<file path="config.mk">
export PLATFORM = sky130hd
export DESIGN_NAME = jsoc_sys_info_flat
export DESIGN_NICKNAME = d
export VERILOG_FILES = /design/src/rtl/jsoc_sys_info_if.sv /design/src/rtl/jsoc_sys_info.sv /design/src/flat_wrapper.sv
export SDC_FILE = /design/constraint.sdc
export NUM_CORES = 1
export LEC_CHECK = 0
export CORE_UTILIZATION = 45
export CTS_CLUSTER_SIZE = 10
export DETAILED_ROUTE_END_ITERATION = 12
export GPL_TIMING_DRIVEN = 0
export PLACE_DENSITY = 0.66
export SETUP_SLACK_MARGIN = 0.4
export SYNTH_ARGS = -nofsm -noshare
export SYNTH_HDL_FRONTEND = slang
export SYNTH_SLANG_ARGS = --single-unit
</file>
<file path="constraint.sdc">
create_clock -name clock -period 2.5 [get_ports clock]
set_clock_uncertainty 0.2 [all_clocks]
set_input_delay 0.625 -clock clock [delete_from_list [all_inputs] [get_ports clock]]
set_output_delay 0.625 -clock clock [all_outputs]
set_load 0.01 [all_outputs]
</file>
<file path="src/rtl/jsoc_sys_info_if.sv">
// rtl/jsoc_sys_info_if.sv - Avalon-MM style register bus for the system info block
interface jsoc_sys_info_if #(
    parameter int ADDR_WIDTH = 3
);
    logic [ADDR_WIDTH-1:0] address;
    logic                  read;
    logic                  write;
    logic [31:0]           writedata;
    logic [3:0]            byteenable;
    logic [31:0]           readdata;
    logic                  readdatavalid;

    modport master (
        output address, read, write, writedata, byteenable,
        input  readdata, readdatavalid
    );

    modport slave (
        input  address, read, write, writedata, byteenable,
        output readdata, readdatavalid
    );
endinterface

</file>
<file path="src/rtl/jsoc_sys_info.sv">
// rtl/jsoc_sys_info.sv - system ID, build timestamp, uptime counter, scratch and control registers
module jsoc_sys_info #(
    parameter logic [31:0] SYSTEM_ID    = 32'd26,
    parameter logic [31:0] TIMESTAMP    = 32'd1718117590,
    parameter int          ADDR_WIDTH   = 3,
    parameter logic [31:0] SCRATCH_INIT = 32'h0,
    parameter logic [7:0]  VERSION      = 8'd2
) (
    input logic             clock,
    input logic             reset,
    jsoc_sys_info_if.slave  bus
);
    localparam logic [ADDR_WIDTH-1:0] A_ID        = ADDR_WIDTH'(0);
    localparam logic [ADDR_WIDTH-1:0] A_TIMESTAMP = ADDR_WIDTH'(1);
    localparam logic [ADDR_WIDTH-1:0] A_UPTIME_LO = ADDR_WIDTH'(2);
    localparam logic [ADDR_WIDTH-1:0] A_UPTIME_HI = ADDR_WIDTH'(3);
    localparam logic [ADDR_WIDTH-1:0] A_SCRATCH   = ADDR_WIDTH'(4);
    localparam logic [ADDR_WIDTH-1:0] A_CTRL      = ADDR_WIDTH'(5);
    localparam logic [ADDR_WIDTH-1:0] A_CAPS      = ADDR_WIDTH'(6);

    localparam logic [31:0] CAPS_WORD = {16'h0, 8'(ADDR_WIDTH), VERSION};

    logic [63:0] uptime;
    logic [31:0] uptime_hi_shadow;
    logic [31:0] scratch;
    logic        freeze;
    logic [31:0] readdata_q;
    logic        readdatavalid_q;

    logic [31:0] read_word;
    logic        wr_scratch;
    logic        wr_ctrl;
    logic        clear;

    // CTRL only has bits in byte 0, so only byteenable[0] qualifies its writes.
    always_comb begin
        wr_scratch = bus.write && (bus.address == A_SCRATCH);
        wr_ctrl    = bus.write && (bus.address == A_CTRL) && bus.byteenable[0];
        clear      = wr_ctrl && bus.writedata[0];
    end

    always_comb begin
        read_word = 32'h0;
        case (bus.address)
            A_ID:        read_word = SYSTEM_ID;
            A_TIMESTAMP: read_word = TIMESTAMP;
            A_UPTIME_LO: read_word = uptime[31:0];
            A_UPTIME_HI: read_word = uptime_hi_shadow;
            A_SCRATCH:   read_word = scratch;
            A_CTRL:      read_word = {30'h0, freeze, 1'b0};
            A_CAPS:      read_word = CAPS_WORD;
            default:     read_word = 32'h0;
        endcase
    end

    // Reads sample pre-edge state, so a same-cycle write or clear is seen only by later reads.
    always_ff @(posedge clock) begin
        if (reset) begin
            readdata_q       <= 32'h0;
            readdatavalid_q  <= 1'b0;
            uptime           <= 64'h0;
            uptime_hi_shadow <= 32'h0;
            scratch          <= SCRATCH_INIT;
            freeze           <= 1'b0;
        end else begin
            readdatavalid_q <= bus.read;
            if (bus.read) begin
                readdata_q <= read_word;
                if (bus.address == A_UPTIME_LO) begin
                    uptime_hi_shadow <= uptime[63:32];
                end
            end

            if (clear) begin
                uptime <= 64'h0;
            end else if (!freeze) begin
                uptime <= uptime + 64'd1;
            end

            for (int i = 0; i < 4; i++) begin
                if (wr_scratch && bus.byteenable[i]) begin
                    scratch[8*i +: 8] <= bus.writedata[8*i +: 8];
                end
            end

            if (wr_ctrl) begin
                freeze <= bus.writedata[1];
            end
        end
    end

    assign bus.readdata      = readdata_q;
    assign bus.readdatavalid = readdatavalid_q;
endmodule

</file>
<file path="src/flat_wrapper.sv">
// flat-port wrapper written by rule: the top's interface ports become plain ports
module jsoc_sys_info_flat 
#(
    parameter logic [31:0] SYSTEM_ID    = 32'd26,
    parameter logic [31:0] TIMESTAMP    = 32'd1718117590,
    parameter int          ADDR_WIDTH   = 3,
    parameter logic [31:0] SCRATCH_INIT = 32'h0,
    parameter logic [7:0]  VERSION      = 8'd2
)
  (clock, reset, bus_address, bus_read, bus_write, bus_writedata, bus_byteenable, bus_readdata, bus_readdatavalid);
  jsoc_sys_info_if #(.ADDR_WIDTH(ADDR_WIDTH)) bus_i ();
  input logic clock;
  input logic reset;
  input wire logic [$bits(bus_i.address)-1:0] bus_address;
  input wire logic [$bits(bus_i.read)-1:0] bus_read;
  input wire logic [$bits(bus_i.write)-1:0] bus_write;
  input wire logic [$bits(bus_i.writedata)-1:0] bus_writedata;
  input wire logic [$bits(bus_i.byteenable)-1:0] bus_byteenable;
  output wire logic [$bits(bus_i.readdata)-1:0] bus_readdata;
  output wire logic [$bits(bus_i.readdatavalid)-1:0] bus_readdatavalid;
  assign bus_i.address = bus_address;
  assign bus_i.read = bus_read;
  assign bus_i.write = bus_write;
  assign bus_i.writedata = bus_writedata;
  assign bus_i.byteenable = bus_byteenable;
  assign bus_readdata = bus_i.readdata;
  assign bus_readdatavalid = bus_i.readdatavalid;
  jsoc_sys_info #(.SYSTEM_ID(SYSTEM_ID), .TIMESTAMP(TIMESTAMP), .ADDR_WIDTH(ADDR_WIDTH), .SCRATCH_INIT(SCRATCH_INIT), .VERSION(VERSION)) u_core (.clock(clock), .reset(reset), .bus(bus_i));
endmodule
</file>
# ---- Word level (Yosys, flattened, before mapping)
# Cells that the tools add are included.
dict set report op_classes {
  add_sub_neg 1
  eq_ne 6
  n_mux 1
  reduce_logical 11
}
# op count
set op_table {}
lappend op_table {{one-hot mux 32 bit (7 select lines)} 1}
lappend op_table {{adder 64 x 1 -> 64 bit (second input constant)} 1}
lappend op_table {{== test 3 bit (second input constant)} 3}
lappend op_table {{logical AND 1 bit} 8}
lappend op_table {{== test 3 x 2 -> 1 bit (second input constant)} 2}
lappend op_table {{== test 3 x 1 -> 1 bit (second input constant)} 1}
lappend op_table {{logical NOT 3 bit} 1}
lappend op_table {{AND reduction 2 bit} 1}
lappend op_table {{OR reduction 2 bit} 1}
dict set report word_totals {
  reg_bits 162
  in_bits 43
  out_inout_bits 33
  word_cells 28
}

# ---- Logic depth before layout (Yosys ltp)
dict set report depth {
  ltp_word 5
  depth_mapped 7
  depth_no_buf 6
}

# ---- Worst setup path before layout
# Ideal clock, no wire load.
dict set report synth_path {
  path_kind {input -> register}
  start {in bus_address[1]}
  end {reg u_core.uptime_hi_shadow[0]}
  t_arrival_ns 1.989
  t_required_ns 2.230
  slack_ns 0.240
  path_stages 6
  cell_sequence {clkbuf_1 > inv_1 > nor4_1 > clkbuf_1 > nand2_1 > a21oi_1}
}
dict set report synth_between {
  elab_chain_cells 2
}
# element line
set synth_lines {}
lappend synth_lines {{start: declaration} flat_wrapper.sv:14} ;# input wire logic [$bits(bus_i.address)-1:0] bus_address;
lappend synth_lines {{== test 3 x 2 -> 1 bit} jsoc_sys_info.sv:69} ;# if (bus.address == A_UPTIME_LO) begin
lappend synth_lines {{AND reduction 2 bit (no source line)} -}
lappend synth_lines {{end signal: assignment} jsoc_sys_info.sv:70} ;# uptime_hi_shadow <= uptime[63:32];
lappend synth_lines {{end: declaration} jsoc_sys_info.sv:24} ;# logic [31:0] uptime_hi_shadow;
# Every way passes these cells.
# A chain may end at the register's enable or synchronous reset.

# ---- Final worst setup path
dict set report layout_path {
  start {reg u_core.uptime[23]}
  end {reg u_core.uptime[61]}
}
dict set report layout_between {
  elab_chain_cells 1
}
# element line
set layout_lines {}
lappend layout_lines {{start: declaration} jsoc_sys_info.sv:23} ;# logic [63:0] uptime;
lappend layout_lines {{start signal: assignment} jsoc_sys_info.sv:77} ;# uptime <= uptime + 64'd1;
lappend layout_lines {{adder 64 x 1 -> 64 bit} jsoc_sys_info.sv:77}
# Every way passes these cells.

==> flow_summary.ini <==
[status]
status = complete, no violations

[clock_network]
cts.clk_slew.worst_paths_ns = 0.06
tritoncts.num_buffers = 17
tritoncts_clock_tree = yes
clk_latency_ns = 0.43
cts_num_sinks = 162
post_cts_hold_buffer_count = 0
clock_path_buffers = 2
htreeDepth = 4
cts-root-buf = clkbuf_16

[die]
design.die.area_um2 = 16670
start_util = 0.4594
fp-row-count = 46
floorplan.core_area_um2 = 15830
floorplan.io_pins = 76
die_y_um = 129.1
fp.dieW_um = 129.1

[logic_synthesis]
synth_top_area_share = 0.4461
main_combinational_cell_family_by_area_after_synthesis = simple AND/OR/NAND/NOR gates
synth-simple-area-share = 0.2633
yosys.area.top_type = dfxtp_1
yosys_warnings = 0
synth_seq_cells = 162
synth_nets = 906
syn-instance-count = 862
ys_types = 50
synthAdderAreaFrac = 0.001721
synthesis.area_per_instance_um2 = 8.435
synth.top_cells.by_area = dfxtp_1 45%, a22oi_1 5.8%, nor2_1 5.6%
xor_xnor_cell_area_share_of_the_yosys_netlist = 0.04457
synth_mux_area_frac = 0.04543
fraction_of_the_yosys_area_taken_by_sequential_cells = 0.4461
synth_area_um2 = 7271
synth_compound_area_frac = 0.1595

[power_and_ir_drop]
peakVddDrop_uv = 606.0
leakagePower_nw = 3.804
power_density_nw_per_um2 = 565.6

[routing]
avgRoutedWirePerCell_um = 19.09
first_pass_iters = 8
top_layer = met4
antenna_left = 0
wl_met3_um = 1704
metal_1_wl_um = 10160
drt-total-wl_um = 23380
dr_total_vias = 7060
drc = 0
avgViaCountPerCell = 5.763
wl_met2_um = 10880
drtIter0Drc = 740

[cells_and_area]
multi_input_comb_area_um2 = 4141
finalCoreUtilization = 0.6142
layout.filler_cells = 1390
final_instance_count_without_filler_cells = 1225
area.sequential_um2 = 3331
antenna_cells_inserted = 0
areaGrowthSynthToFinish_pct = 33.71
mostFrequentLayoutCells = 124 x dfxtp_1, 108 x nor2_1, 94 x nand2_1, 57 x a21oi_1, 49 x a22oi_1
nets = 1040
layout-drive-gt1-share = 0.2250
mostFrequentLayoutCell = dfxtp_1
stdcell_area_um2 = 9722

[global_route]
globalRoute.totalOverflow = 0
grt_pass1_wl_um = 35460
globalRouteTotalUtil = 0.2857
antenna_found_initial = 0
vias_in_the_first_global_route = 6376
grt_max_degree = 17

[place]
placed_cells_incl_taps = 1151
gp_congestion = 0.9318
dpl.hpwl_um = 16590
placedInstanceArea_um2 = 8310
pre_cts_ws_ns = -0.8064
port_buffers = 73

[hold_path]
worst_hold_path.endpoint = u_core.uptime_hi_shadow[2]$_SDFFE_PP0P_
whs_path_depth = 2
hold_path_startpoint = u_core.uptime_hi_shadow[2]$_SDFFE_PP0P_
worst_hold_path_type = reg2reg

[critical_path]
worstSetupPathType = reg2reg
worstRegToRegCells = 9
worstPathRequired_ns = 2.62
timing.reg2reg.setup_slack_ns = 0.26
worst-endpoint-arrival_ns = 2.36
crit_path_cell_trace = buf_6 -> nand4_1 -> buf_6 -> nor4_4 -> nand4_1 -> buf_4 -> buf_2 -> o21ai_1 -> a21oi_2
r2r-end = u_core.uptime[61]$_SDFFE_PP0N_
critical_path_s_largest_stage_delay_ns = 0.36
worst_setup_path_end_kind = register
critPathLaunchType = register
cp_num_buf_inv = 4
reg_to_reg_start = u_core.uptime[23]$_SDFFE_PP0N_
cpMaxStageDelayCell = nor4_4
critPathTopFamily = simple AND/OR/NAND/NOR gates
critical_path_peak_fanout = 5

[sta]
setup_ws_ns = 0.2641
worst_hold_slack_ns = 0.2625
hold_viol = 0
unrepaired_setup_endpoints_after_global_routing = true
timing.final.max_slew_violations = 0
fmax_ghz = 0.4472
timing.final.crit_share = 0.8944
timing_worst_slew_pin_value_ns = 0.6027
relSlewSlack = 0.5982
report.final.setup_viol = 0
period_needed_ns = 2.236

[job]
maxCapViolCount = 0
final cells by class:
type	count	area share
Timing Repair Buffer	115	0.1055
Sequential cell	162	0.3426
Clock buffer	18	0.04517
Inverter	10	0.004247
Tap cell	216	0.02780
Clock inverter	14	0.01351
Buffer	59	0.03514
Multi-Input combinational cell	631	0.4260
sequential cells by signal, indices dropped and copies added (netlist names):
signal                    flops
u_core.uptime_hi_shadow      32
u_core.bus.readdata          32
u_core.scratch               32
u_core.freeze                 1
u_core.uptime                64
u_core.bus.readdatavalid      1
cell families (layout without fill, tap and decap cells):
| logic type | count (synthesis) | in the layout |
|---|---|---|
| and+or+nand+nor | 373 | 373 |
| AOI/OAI and AO/OA | 187 | 187 |
| adders and majority gates | 1 | 1 |
| muxes | 33 | 33 |
| DFF | 162 | 162 |
| xor gates and xnor gates | 37 | 37 |
| buffers and inverters | 69 | 216 |
worst min-delay path, cell delays in order (launching register included):
cell,delay [ns]
dfxtp_1,0.31
nand2_1,0.05
a21oi_1,0.06
repair_timing:
item | 4_1_cts | 5_1_grt
endpoints found under the setup margin | 194 | 74
setup buffers | 23 | 18
resized for setup | 143 | 77
cloned | 0 | 1
pin swaps | 27 | 23
cells in the mapped netlist (all sizes together):
cell     instances
a31o             1
inv              9
nand4b           1
mux2i           33
nand4           26
o211a            1
and3             9
or3             22
o211ai           1
a22oi           56
o2bb2ai         13
nand3           45
or4              6
nor2           108
buf             10
xor2            12
ha               1
and4             7
o31ai            1
dfxtp          162
nand3b           1
a31oi            2
nand2b          14
o21a             4
clkbuf          49
a21oi           63
o221ai           1
nor4            21
nor2b            4
or2              3
xnor2           25
a221o            1
o21ai           43
clkinv           1
nand2           94
and2             1
and4b            1
nor3            10
per-layer routing:
| layer | vias up | GRT usage |
|---|---|---|
| li1 | 3368 | - |
| met1 | 3366 | 0.3905 |
| met2 | 274 | 0.4428 |
| met3 | 52 | 0.06482 |
| met4 | 0 | 0.09827 |
| met5 | - | 0 |
metrics by stage:
step	TNS, ns	power [mW]
floorplan	0	2.846
global placement	-90.10	3.010
detailed placement	-93.89	3.013
CTS	0	5.524
global route	0	5.664
finish	0	5.499
power by group:
group / switching (mW) / leakage (nW) / total [mW] / internal (mW)
sequential: 0.0176 / 1.33 / 2.60 / 2.59
combinational: 0.214 / 2.20 / 0.356 / 0.142
clock: 1.13 / 0.275 / 2.54 / 1.41
total: 1.36 / 3.80 / 5.50 / 4.14
worst max-delay path by stage:
stage	slack, ns	from	end	cells past startpoint
floorplan	0.35	bus_address[1]	u_core.scratch[7]$_SDFFE_PP0P_	5
global placement	-0.78	bus_address[1]	u_core.scratch[30]$_SDFFE_PP0P_	6
detailed placement	-0.81	bus_address[1]	u_core.scratch[24]$_SDFFE_PP0P_	6
CTS	0.29	u_core.freeze$_SDFFE_PP0P_	u_core.uptime[37]$_SDFFE_PP0N_	5
global route	0.21	u_core.uptime[23]$_SDFFE_PP0N_	u_core.uptime[63]$_SDFFE_PP0N_	8
finish	0.26	u_core.uptime[23]$_SDFFE_PP0N_	u_core.uptime[61]$_SDFFE_PP0N_	9
No activity file was read; power rests on OpenSTA's default activity.
